**config.mk**
```make
export PLATFORM = sky130hd
export DESIGN_NAME = sky130_fd_io__sio_pair_ctrl
export DESIGN_NICKNAME = d
export VERILOG_FILES = /design/src/rtl/sky130_fd_io__sio_pair_ctrl.sv
export SDC_FILE = /design/constraint.sdc
export NUM_CORES = 1
export LEC_CHECK = 0
export ABC_AREA = 1
export CAP_MARGIN = 10
export CORE_AREA = 3 3 73 75
export DETAILED_ROUTE_END_ITERATION = 16
export DIE_AREA = 0 0 76 78
export PLACE_DENSITY = 0.85
export SLEW_MARGIN = 0
export SYNTH_ARGS = -nofsm -noshare
export SYNTH_HDL_FRONTEND = slang
export SYNTH_SLANG_ARGS = --single-unit
export TNS_END_PERCENT = 100
```
**constraint.sdc**
```tcl
create_clock -name CLK -period 1.21 [get_ports CLK]
set_input_delay 0.242 -clock CLK [delete_from_list [all_inputs] [get_ports CLK]]
set_output_delay 0.242 -clock CLK [all_outputs]
set_load 0.005 [all_outputs]
```
**src/rtl/sky130_fd_io__sio_pair_ctrl.sv**
```systemverilog
// rtl/sky130_fd_io__sio_pair_ctrl.sv - two-pad SIO controller: hold-protected config, pad output registers, input synchronisers
module sky130_fd_io__sio_pair_ctrl #(
    parameter int HOLD_CYCLES   = 4,
    parameter int SETTLE_CYCLES = 8
) (
    input  logic       CLK,
    input  logic       RESET,
    input  logic       CFG_VALID,
    output logic       CFG_READY,
    input  logic       CFG_SEL,
    input  logic [2:0] CFG_DM,
    input  logic       CFG_VTRIP_SEL,
    input  logic       CFG_IBUF_SEL,
    input  logic       CFG_VREG_EN,
    input  logic       CFG_SLOW,
    input  logic       CFG_INP_DIS,
    input  logic       CFG_HLD_OVR,
    output logic       CFG_DONE,
    input  logic [1:0] CORE_OUT,
    input  logic [1:0] CORE_OE,
    input  logic [1:0] IN,
    output logic [1:0] IN_SYNC,
    output logic [1:0] IN_RISE,
    output logic [1:0] IN_FALL,
    output logic [2:0] DM0,
    output logic [2:0] DM1,
    output logic [1:0] OUT,
    output logic [1:0] OE_N,
    output logic [1:0] HLD_H_N,
    output logic [1:0] HLD_OVR,
    output logic [1:0] VTRIP_SEL,
    output logic [1:0] IBUF_SEL,
    output logic [1:0] VREG_EN,
    output logic [1:0] SLOW,
    output logic [1:0] INP_DIS
);

    typedef enum logic [2:0] {
        ST_IDLE,
        ST_HOLD,
        ST_APPLY,
        ST_SETTLE,
        ST_RELEASE
    } state_t;

    state_t     state;
    state_t     state_next;
    logic [7:0] cnt;
    logic [7:0] cnt_next;

    logic       sh_sel;
    logic [2:0] sh_dm;
    logic       sh_vtrip_sel;
    logic       sh_ibuf_sel;
    logic       sh_vreg_en;
    logic       sh_slow;
    logic       sh_inp_dis;
    logic       sh_hld_ovr;

    logic [1:0] in_s1;
    logic [1:0] in_prev;

    logic       handshake;
    logic       win_cur;
    logic       win_next;
    logic [1:0] sel_mask;
    logic [1:0] hold_mask;
    logic [1:0] freeze_mask;

    assign CFG_READY   = (state == ST_IDLE);
    assign handshake   = CFG_VALID && CFG_READY;
    assign win_cur     = (state == ST_HOLD) || (state == ST_APPLY) || (state == ST_SETTLE);
    assign win_next    = (state_next == ST_HOLD) || (state_next == ST_APPLY) || (state_next == ST_SETTLE);
    assign sel_mask    = sh_sel ? 2'b10 : 2'b01;
    // Hold drops one cycle after entry and lifts on the edge that enters RELEASE
    assign hold_mask   = (win_cur && win_next) ? sel_mask : 2'b00;
    assign freeze_mask = win_cur ? sel_mask : 2'b00;

    // HOLD is loaded with HOLD_CYCLES (not -1): its first cycle is spent getting hold onto the pad
    always_comb begin
        state_next = state;
        cnt_next   = (cnt != 8'd0) ? cnt - 8'd1 : 8'd0;
        case (state)
            ST_IDLE: begin
                if (CFG_VALID) begin
                    state_next = ST_HOLD;
                    cnt_next   = 8'(HOLD_CYCLES);
                end
            end
            ST_HOLD: begin
                if (cnt == 8'd0) state_next = ST_APPLY;
            end
            ST_APPLY: begin
                state_next = ST_SETTLE;
                cnt_next   = 8'(SETTLE_CYCLES - 1);
            end
            ST_SETTLE: begin
                if (cnt == 8'd0) state_next = ST_RELEASE;
            end
            ST_RELEASE: state_next = ST_IDLE;
            default:    state_next = ST_IDLE;
        endcase
    end

    always_ff @(posedge CLK) begin
        if (RESET) begin
            state        <= ST_IDLE;
            cnt          <= 8'd0;
            sh_sel       <= 1'b0;
            sh_dm        <= 3'b000;
            sh_vtrip_sel <= 1'b0;
            sh_ibuf_sel  <= 1'b0;
            sh_vreg_en   <= 1'b0;
            sh_slow      <= 1'b0;
            sh_inp_dis   <= 1'b0;
            sh_hld_ovr   <= 1'b0;
            CFG_DONE     <= 1'b0;
            HLD_H_N      <= 2'b11;
            OUT          <= 2'b00;
            OE_N         <= 2'b11;
            DM0          <= 3'b000;
            DM1          <= 3'b000;
            HLD_OVR      <= 2'b00;
            VTRIP_SEL    <= 2'b00;
            IBUF_SEL     <= 2'b00;
            VREG_EN      <= 2'b00;
            SLOW         <= 2'b00;
            INP_DIS      <= 2'b11;
            in_s1        <= 2'b00;
            IN_SYNC      <= 2'b00;
            in_prev      <= 2'b00;
            IN_RISE      <= 2'b00;
            IN_FALL      <= 2'b00;
        end else begin
            state    <= state_next;
            cnt      <= cnt_next;
            CFG_DONE <= (state_next == ST_RELEASE);
            HLD_H_N  <= ~hold_mask;

            if (handshake) begin
                sh_sel       <= CFG_SEL;
                sh_dm        <= CFG_DM;
                sh_vtrip_sel <= CFG_VTRIP_SEL;
                sh_ibuf_sel  <= CFG_IBUF_SEL;
                sh_vreg_en   <= CFG_VREG_EN;
                sh_slow      <= CFG_SLOW;
                sh_inp_dis   <= CFG_INP_DIS;
                sh_hld_ovr   <= CFG_HLD_OVR;
            end

            if (state == ST_APPLY) begin
                if (sh_sel) DM1 <= sh_dm;
                else        DM0 <= sh_dm;
                VTRIP_SEL[sh_sel] <= sh_vtrip_sel;
                IBUF_SEL[sh_sel]  <= sh_ibuf_sel;
                VREG_EN[sh_sel]   <= sh_vreg_en;
                SLOW[sh_sel]      <= sh_slow;
                INP_DIS[sh_sel]   <= sh_inp_dis;
                HLD_OVR[sh_sel]   <= sh_hld_ovr;
            end

            OUT  <= (OUT & freeze_mask) | (CORE_OUT & ~freeze_mask);
            OE_N <= (OE_N & freeze_mask) | (~CORE_OE & ~freeze_mask);

            // A disabled input buffer flushes its whole synchroniser so re-enabling never fakes an edge
            in_s1   <= IN & ~INP_DIS;
            IN_SYNC <= in_s1 & ~INP_DIS;
            in_prev <= IN_SYNC & ~INP_DIS;
            IN_RISE <= IN_SYNC & ~in_prev & ~INP_DIS;
            IN_FALL <= ~IN_SYNC & in_prev & ~INP_DIS;
        end
    end

endmodule

```
Word level (Yosys, flattened, before mapping)
Index checks and enable logic that the tools add are counted.

Add/subtract/negate cells: 1. Multiply operators: 0. Divide/modulo/power cells: 0. Order comparisons: 2. Equality and inequality tests: 7. Shift-type cells: 0. Muxes and demuxes: 18. Bitwise logic cells: 20. Reduce and logical (&&, ||, !) cells: 12.

Operators with widths (number): $and A2 B2 Y2 (11); $mux W8 (2); $pmux W8 S2 (1); $bwmux W2 (6); $eq A3 B2 Y1 const B (4); $not A2 Y2 (6); $pmux W3 S4 (1); $mux W3 (3); $logic_not A8 Y1 (1); $reduce_bool A8 Y1 (1); $sub A8 B1 Y8 const B (1); $eq A3 B1 Y1 const B (2); $mux W2 (3); $logic_or A1 B1 Y1 (4); $or A2 B2 Y2 (2); $reduce_and A2 Y1 (2); $eq A3 B3 Y1 const B (1); $logic_and A1 B1 Y1 (3); $logic_not A3 Y1 (1); $lt A1 B2 Y1 const B (1); $demux W1 S1 (1); $ge A1 B1 Y1 const B (1); $mux W1 (1); $not A1 Y1 (1).

Register bits after elaboration: 56. Latch bits: 0. Bits in writable memories: 0. Memory bits (read-only): 0. Input bits: 19. Output and inout bits: 32. Logic and storage cells: 87. Memories kept: 0.

Depth between registers and ports, before layout
Gate-level depths: netlist (run 1).

Depth after elaboration: 9. Mapped depth: 8. Depth with buffers taken out: 8.

Worst setup path after synthesis (run 1)
No wires, ideal clock.

Path type: reg2reg. From: reg cnt[0]. To: reg cnt[0]. Library setup time: 121 ps. Arrival: 1014 ps. Data required time: 1089 ps. Path slack: 75 ps. Stages on the path, launching flop included: 8. Buffers on the path: 0. Clock period less this slack: 1135 ps. Cell sequence: dfxtp_1 -> inv_1 -> ha_1 -> nand2_1 -> nor2_1 -> inv_1 -> nand3_2 -> o21ai_0.

Longest elaborated chain between the ends: 4. Elaborated cells on any way between the ends: 5. Classes of those cells: add/sub (1); mux (3); reduce/logical (1).

Ends and longest elaborated chain: start: declaration (line 48) `logic [7:0] cnt;`; start signal: assignment (line 136) `cnt <= cnt_next;`; $sub A8 B1 Y8 or $reduce_bool A8 Y1 (tied branches) (line 82) `cnt_next = (cnt != 8'd0) ? cnt - 8'd1 : 8'd0;`; $mux W8 (*) (line 82); $mux W8 (line 85) `if (CFG_VALID) begin`; $pmux W8 S2 (*) (line 83) `case (state)`.

Every way passes the cells marked *; elsewhere a longest branch is shown, timed or not. A chain may end at the register's enable or synchronous reset.

Final worst setup path (run 1)
From: reg state[0]. To: out CFG_READY.

Longest elaborated chain between the ends: 1.

Ends and longest elaborated chain: start: declaration (line 46) `state_t state;`; start signal: assignment (line 135) `state <= state_next;`; $logic_not A3 Y1 (line 70) `assign CFG_READY = (state == ST_IDLE);`; end: declaration (line 9) `output logic CFG_READY,`.

No other way between the ends.

==> results of run 1 <==
## cell families (layout without fill, tap and decap cells)
group	after synthesis	count (layout)	share of synthesized area, %
flip-flops	56	56	55.0
AO/OA/AOI/OAI	44	44	11.5
buffers and inverters	29	103	6.20
XOR/XNOR	5	5	2.15
adder cells (fa/ha/maj)	2	2	1.23
AND/OR/NAND/NOR	117	117	23.9
## flip-flops by register name, indices dropped and copies added (netlist names), 2 cells and up, named ones only
signal,cells
IN_FALL,2
IBUF_SEL,2
VTRIP_SEL,2
DM1,3
cnt,8
SLOW,2
IN_RISE,2
INP_DIS,2
VREG_EN,2
IN_SYNC,2
HLD_OVR,2
state,3
in_s1,2
sh_dm,3
HLD_H_N,2
in_prev,2
DM0,3
## worst max path at each step
| stage | from | to | depth (start not counted) | slack (ns) |
|---|---|---|---|---|
| floorplan | cnt[0] | cnt[0] | 7 | 0.08 |
| global placement | CFG_VALID | cnt[1] | 4 | -0.19 |
| detailed placement | CFG_VALID | cnt[0] | 4 | -0.23 |
| CTS | state[2] | VREG_EN[1] | 7 | -0.04 |
| global route | state[0] | CFG_READY | 4 | -0.13 |
| finish | state[0] | CFG_READY | 4 | -0.09 |
## layout by cell type, fill, tap and decap left out, types with 6 or more instances in the layout
cell type,n
a21oi_1,16
buf_4,16
buf_6,6
clkdlybuf4s50_1,18
dfxtp_1,33
dfxtp_2,22
dlygate4sd2_1,31
inv_1,17
nand2_1,41
nor2_1,50
o21ai_0,17
## cell type report
cell class	instances	area share [%]
Clock buffer	6	2.46
Inverter	22	3.14
Timing Repair inverter	1	0.212
Clock inverter	2	1.19
Multi-Input combinational cell	168	29.1
Timing Repair Buffer	72	21.9
Tap cell	67	2.85
Sequential cell	56	39.1
## power by group
part | switching [mW] | total [mW] | internal [mW]
sequential | 0.271 | 2.52 | 2.25
combinational | 1.46 | 2.64 | 1.17
clock | 0.578 | 1.19 | 0.615
total | 2.31 | 6.35 | 4.04
## stage by stage
step / util (%) / hold slack [ns]
after floorplan: - / 0.364
after global routing: 62.3 / 0.455
after CTS: 60.3 / 0.422
after global placement: 57.4 / 0.401
final: 62.3 / 0.422
after detailed placement: 57.4 / 0.414
## per-layer routing
layer	vias up	GRT usage (%)	part of all wire (%)
met2	68	29.4	48
met1	851	19.7	45
met4	0	6.88	1.2
met5	-	0	0
li1	946	-	-
met3	6	5.34	6.4
## timing repair
action | in CTS | in global routing
pin swaps | 2 | 4
resized for setup | 64 | 30
endpoints found under the setup margin | 58 | 42
hold buffers | 0 | 0
gates cloned | 0 | 2
buffers inserted | 3 | 1
## tightest hold or removal path: stages (launching register included)
cell and delay [ns]:
dfxtp_1 0.31, nand2_1 0.05, nor2_1 0.04
==> metrics.csv, run 1 <==
metric,value,unit
hold_sp,in_s1[1],
worst r2r dst,VREG_EN[1],
antenna violations before repair,0,
r2r setup slk,-0.04,ns
Post-synth EDFFs,0,
Syn Std Cell Area,2040,sq um
H-tree depth,2,
ys flop type,dfxtp_1,
hpwl dp,3.43,mm
syn_area_per_cell,8.06,sq um
Rel. slew slack,70.9,%
first-pass GRT wire length,8.18,mm
TritonCTS clock tree,done,
critical path type,register to output port,
post-route ant nets,0,
worst path cell trace,nor2_4 > inv_2 > nor2_4 > buf_2,
Port Buffers,50,
CTS Buffer Depth,2,
Clock transition at path regs,0.09,ns
slowest CP cell,dfxtp_2,
DRT Pass-1 Iters,4,
Worst IR Drop VDD,894,uV
"slowest stage delay, CP",0.34,ns
core footprint,4720,sq um
Max-Cap Viols,0,
status,"complete, but fails checks",
Site Rows,25,
placed cell area,2710,sq um
Worst Slack Setup Final,-0.0853,ns
crit path DAT,1.05,ns
DR DRC count,0,
most common cell in the netlist,dfxtp_1,
CP dominant cell by count,nor2_4,
Synth warnings,0,
Mapped Cells,253,
Syn-to-layout area delta,44.4,%
final setup vio count,23,
R2R depth,7,
GRT Total Usage,17.1,%
Routed WL,4.94,mm
Initial Util,43.2,%
Pleak,1.36,nW
post-place setup slack,-0.232,ns
CP Buf/Inv Count,2,
Setup TNS Final,-0.412,ns
fillers,395,
minimum clock period,1.30,ns
Die ar.,5930,sq um
Clock Latency Late Sink,0.31,ns
Final GP Congestion,0.831,
CP Launch Type,register,
synth top area cells,"dfxtp_1 (55%), nor2_1 (10%), nand2_1 (7.9%), o21ai_0 (5.4%), a21oi_1 (3.9%)",
final net count,347,
top cell type by total area after synthesis,dfxtp_1,
vias in the first global route,1924,
Clock Tree Root,clkbuf_8,
TritonCTS Sinks,56,
die height,78,microns
Hold Crit Depth,2,
async set or reset register ratio after synthesis,0,%
largest net degree at the start of global routing,20,
share of cells above drive strength 1,24.2,%
area of the multi-input gates,857,sq um
overall power,6.35,mW
# IOs,51,
WL/cell,12.5,microns
Post-Syn Nets,274,
Worst Hold End,IN_SYNC[1],
Tightest Pin Transition,0.431,ns
"CP delay by family, top",flip-flops,
Yosys top cell area share,55.0,%
sequential fraction of the synthesis area,55.0,%
Avg Vias per Cell,4.75,
FMAX,772,MHz
part of the cycle the worst path needs,107,%
ant diodes,0,
gr ovfl total,0,
Commonest cells post-synth,"dfxtp_1 (56), nor2_1 (55), nand2_1 (43)",
Fin. Hold Viols,0,
register area,1150,sq um
failing checks,setup timing,
Crit path required time,0.97,ns
Chip Width,76,microns
critical path capture point type,output port,
number of CTS-inserted buffers,5,
placed cell count,380,
RSZ-0062 raised after global routing,true,
post-route cell area,2940,sq um
PD cells,2160,nW/um^2
#FFs+latches synth,56,
Hold/Removal Path Class,register to register,
detailed-route via count,1871,
Yosys cell types,26,
crit-path max FO,2,
Final Slew Violations,0,
Final Non-Filler Cells,394,
Crit Reg-Reg Startpoint,state[0],
initial DRC count,81,
Clock Skew,0.00908,ns
Note: power is estimated with default switching activity, not from simulation.
==> inputs of run 2 (changes only) <==
--- a/config.mk
+++ b/config.mk
@@ -8,6 +8,7 @@
 export ABC_AREA = 1
 export CAP_MARGIN = 10
 export CORE_AREA = 3 3 73 75
+export CTS_CLUSTER_DIAMETER = 80
 export DETAILED_ROUTE_END_ITERATION = 16
 export DIE_AREA = 0 0 76 78
 export PLACE_DENSITY = 0.85
==> results of run 2 <==
Final layout, timing and power as in run 1 (identical DEF).
==> inputs of run 3 (changes only) <==
--- a/config.mk
+++ b/config.mk
@@ -7,10 +7,10 @@
 export LEC_CHECK = 0
 export ABC_AREA = 1
 export CAP_MARGIN = 10
-export CORE_AREA = 3 3 73 75
+export CORE_AREA = 2 2 72 74
 export CTS_CLUSTER_DIAMETER = 80
 export DETAILED_ROUTE_END_ITERATION = 16
-export DIE_AREA = 0 0 76 78
+export DIE_AREA = 0 0 74 76
 export PLACE_DENSITY = 0.85
 export SLEW_MARGIN = 0
 export SYNTH_ARGS = -nofsm -noshare
==> metrics.csv, run 3 (synthesis results as in run 1) <==
metric,value,unit
status,"complete, but fails checks",
failing checks,setup timing,
GRT Total Usage,17.6,%
RSZ-0062 raised after global routing,true,
r2r setup slk,-0.03,ns
Routed WL,5.01,mm
Pleak,1.35,nW
"slowest stage delay, CP",0.35,ns
Largest register FFs,8,
H-tree depth,2,
Rel. slew slack,71.5,%
ant diodes,0,
CTS Buffer Depth,2,
Worst Slack Setup Final,-0.0616,ns
DR DRC count,0,
critical path capture point type,output port,
CP dominant cell by count,nor2_4,
Max-Cap Viols,0,
Port Buffers,50,
Top reg by flops,cnt,
Fin. Hold Viols,0,
Syn-to-layout area delta,50.0,%
Hold/Removal Path Class,register to register,
worst path cell trace,nor2_4 > inv_2 > nor2_4 > buf_2,
detailed-route via count,1897,
Fin Hold WS,0.412,ns
crit path DAT,1.03,ns
Chip Width,74,microns
minimum clock period,1.27,ns
WL/cell,12.6,microns
antenna violations before repair,0,
die height,76,microns
Final Slew Violations,0,
share of cells above drive strength 1,32.3,%
final setup vio count,9,
hpwl dp,3.28,mm
register area,1150,sq um
Avg Vias per Cell,4.77,
Site Rows,26,
fillers,392,
TritonCTS Sinks,56,
Tightest Pin Transition,0.422,ns
first-pass GRT wire length,7.65,mm
"most common cell after layout, fill and taps aside",nor2_1,
initial DRC count,125,
overall power,6.54,mW
Clock Skew,0.00435,ns
final net count,348,
Initial Util,41.5,%
core footprint,4910,sq um
PD cells,2140,nW/um^2
Worst IR Drop VDD,1030,uV
Final GP Congestion,0.780,
Clock Latency Late Sink,0.31,ns
final core occ,62.3,%
Die ar.,5620,sq um
placed cell count,386,
area of the multi-input gates,945,sq um
vias in the first global route,1756,
post-route ant nets,0,
number of CTS-inserted buffers,5,
Final Non-Filler Cells,398,
Clock Tree Root,clkbuf_8,
gr ovfl total,0,
part of the cycle the worst path needs,105,%
crit-path max FO,2,
slowest CP cell,dfxtp_2,
TritonCTS clock tree,done,
# IOs,51,
most frequent cells in the layout,"nor2_1 (50), nand2_1 (36), dlygate4sd2_1 (31), dfxtp_1 (29), dfxtp_2 (27)",
post-route cell area,3060,sq um
Crit path required time,0.97,ns
CP Launch Type,register,
placed cell area,2740,sq um
largest net degree at the start of global routing,18,
DRT Pass-1 Iters,4,
critical path type,register to output port,
FMAX,786,MHz
Clock transition at path regs,0.10,ns
## run 3: per-layer routing
layer	up-vias	track usage [%]	share of wire (%)
met5	-	0	0
met1	880	21.6	44
li1	952	-	-
met4	0	7.82	2.4
met2	56	28.6	49
met3	9	4.23	4.6
## run 3: power breakdown
part           switching, mW  leakage [nW]  total, mW  internal [mW]
combinational           1.56         0.831       2.79           1.23
clock                  0.594        0.0558       1.22          0.626
sequential             0.281         0.465       2.53           2.25
total                   2.43          1.35       6.54           4.11
## run 3: final cells by class
type                       instances  area share, %
timing repair inverter             1          0.245
clock buffer                       6           2.37
inverter                          22           2.94
sequential                        56           37.8
timing repair buffer              73           21.7
tap                               70           2.86
multi-input combinational        168           30.9
clock inverter                     2           1.27
## run 3: metrics by stage
stage               setup TNS (ns)  setup WS [ns]
global route                 -2.37         -0.126
floorplan                        0         0.0751
CTS                         -0.692        -0.0676
detailed placement           -5.41         -0.213
finish                      -0.169        -0.0616
global placement             -4.12         -0.170
## run 3: worst paths after layout
kind                 start         end  cells past startpoint
setup reg to reg  state[0]      DM0[0]                      7
hold reg to reg   in_s1[1]  IN_SYNC[1]                      2
setup / recovery  state[0]   CFG_READY                      4
hold / removal    in_s1[1]  IN_SYNC[1]                      2
## run 3: what timing repair did
action                                  4_1_cts  5_1_grt
setup buffers                                 2        1
gates cloned                                  1        1
endpoints found under the setup margin       67       47
hold buffers                                  0        0
pin swaps                                     5       20
resized for setup                            85       51
## run 3: critical path, delay by kind of cell, from the launching register on
| family | cells | cell delay, ns |
|---|---|---|
| DFF | 1 | 0.35 |
| buffers and inverters | 2 | 0.18 |
| and+or+nand+nor | 2 | 0.20 |
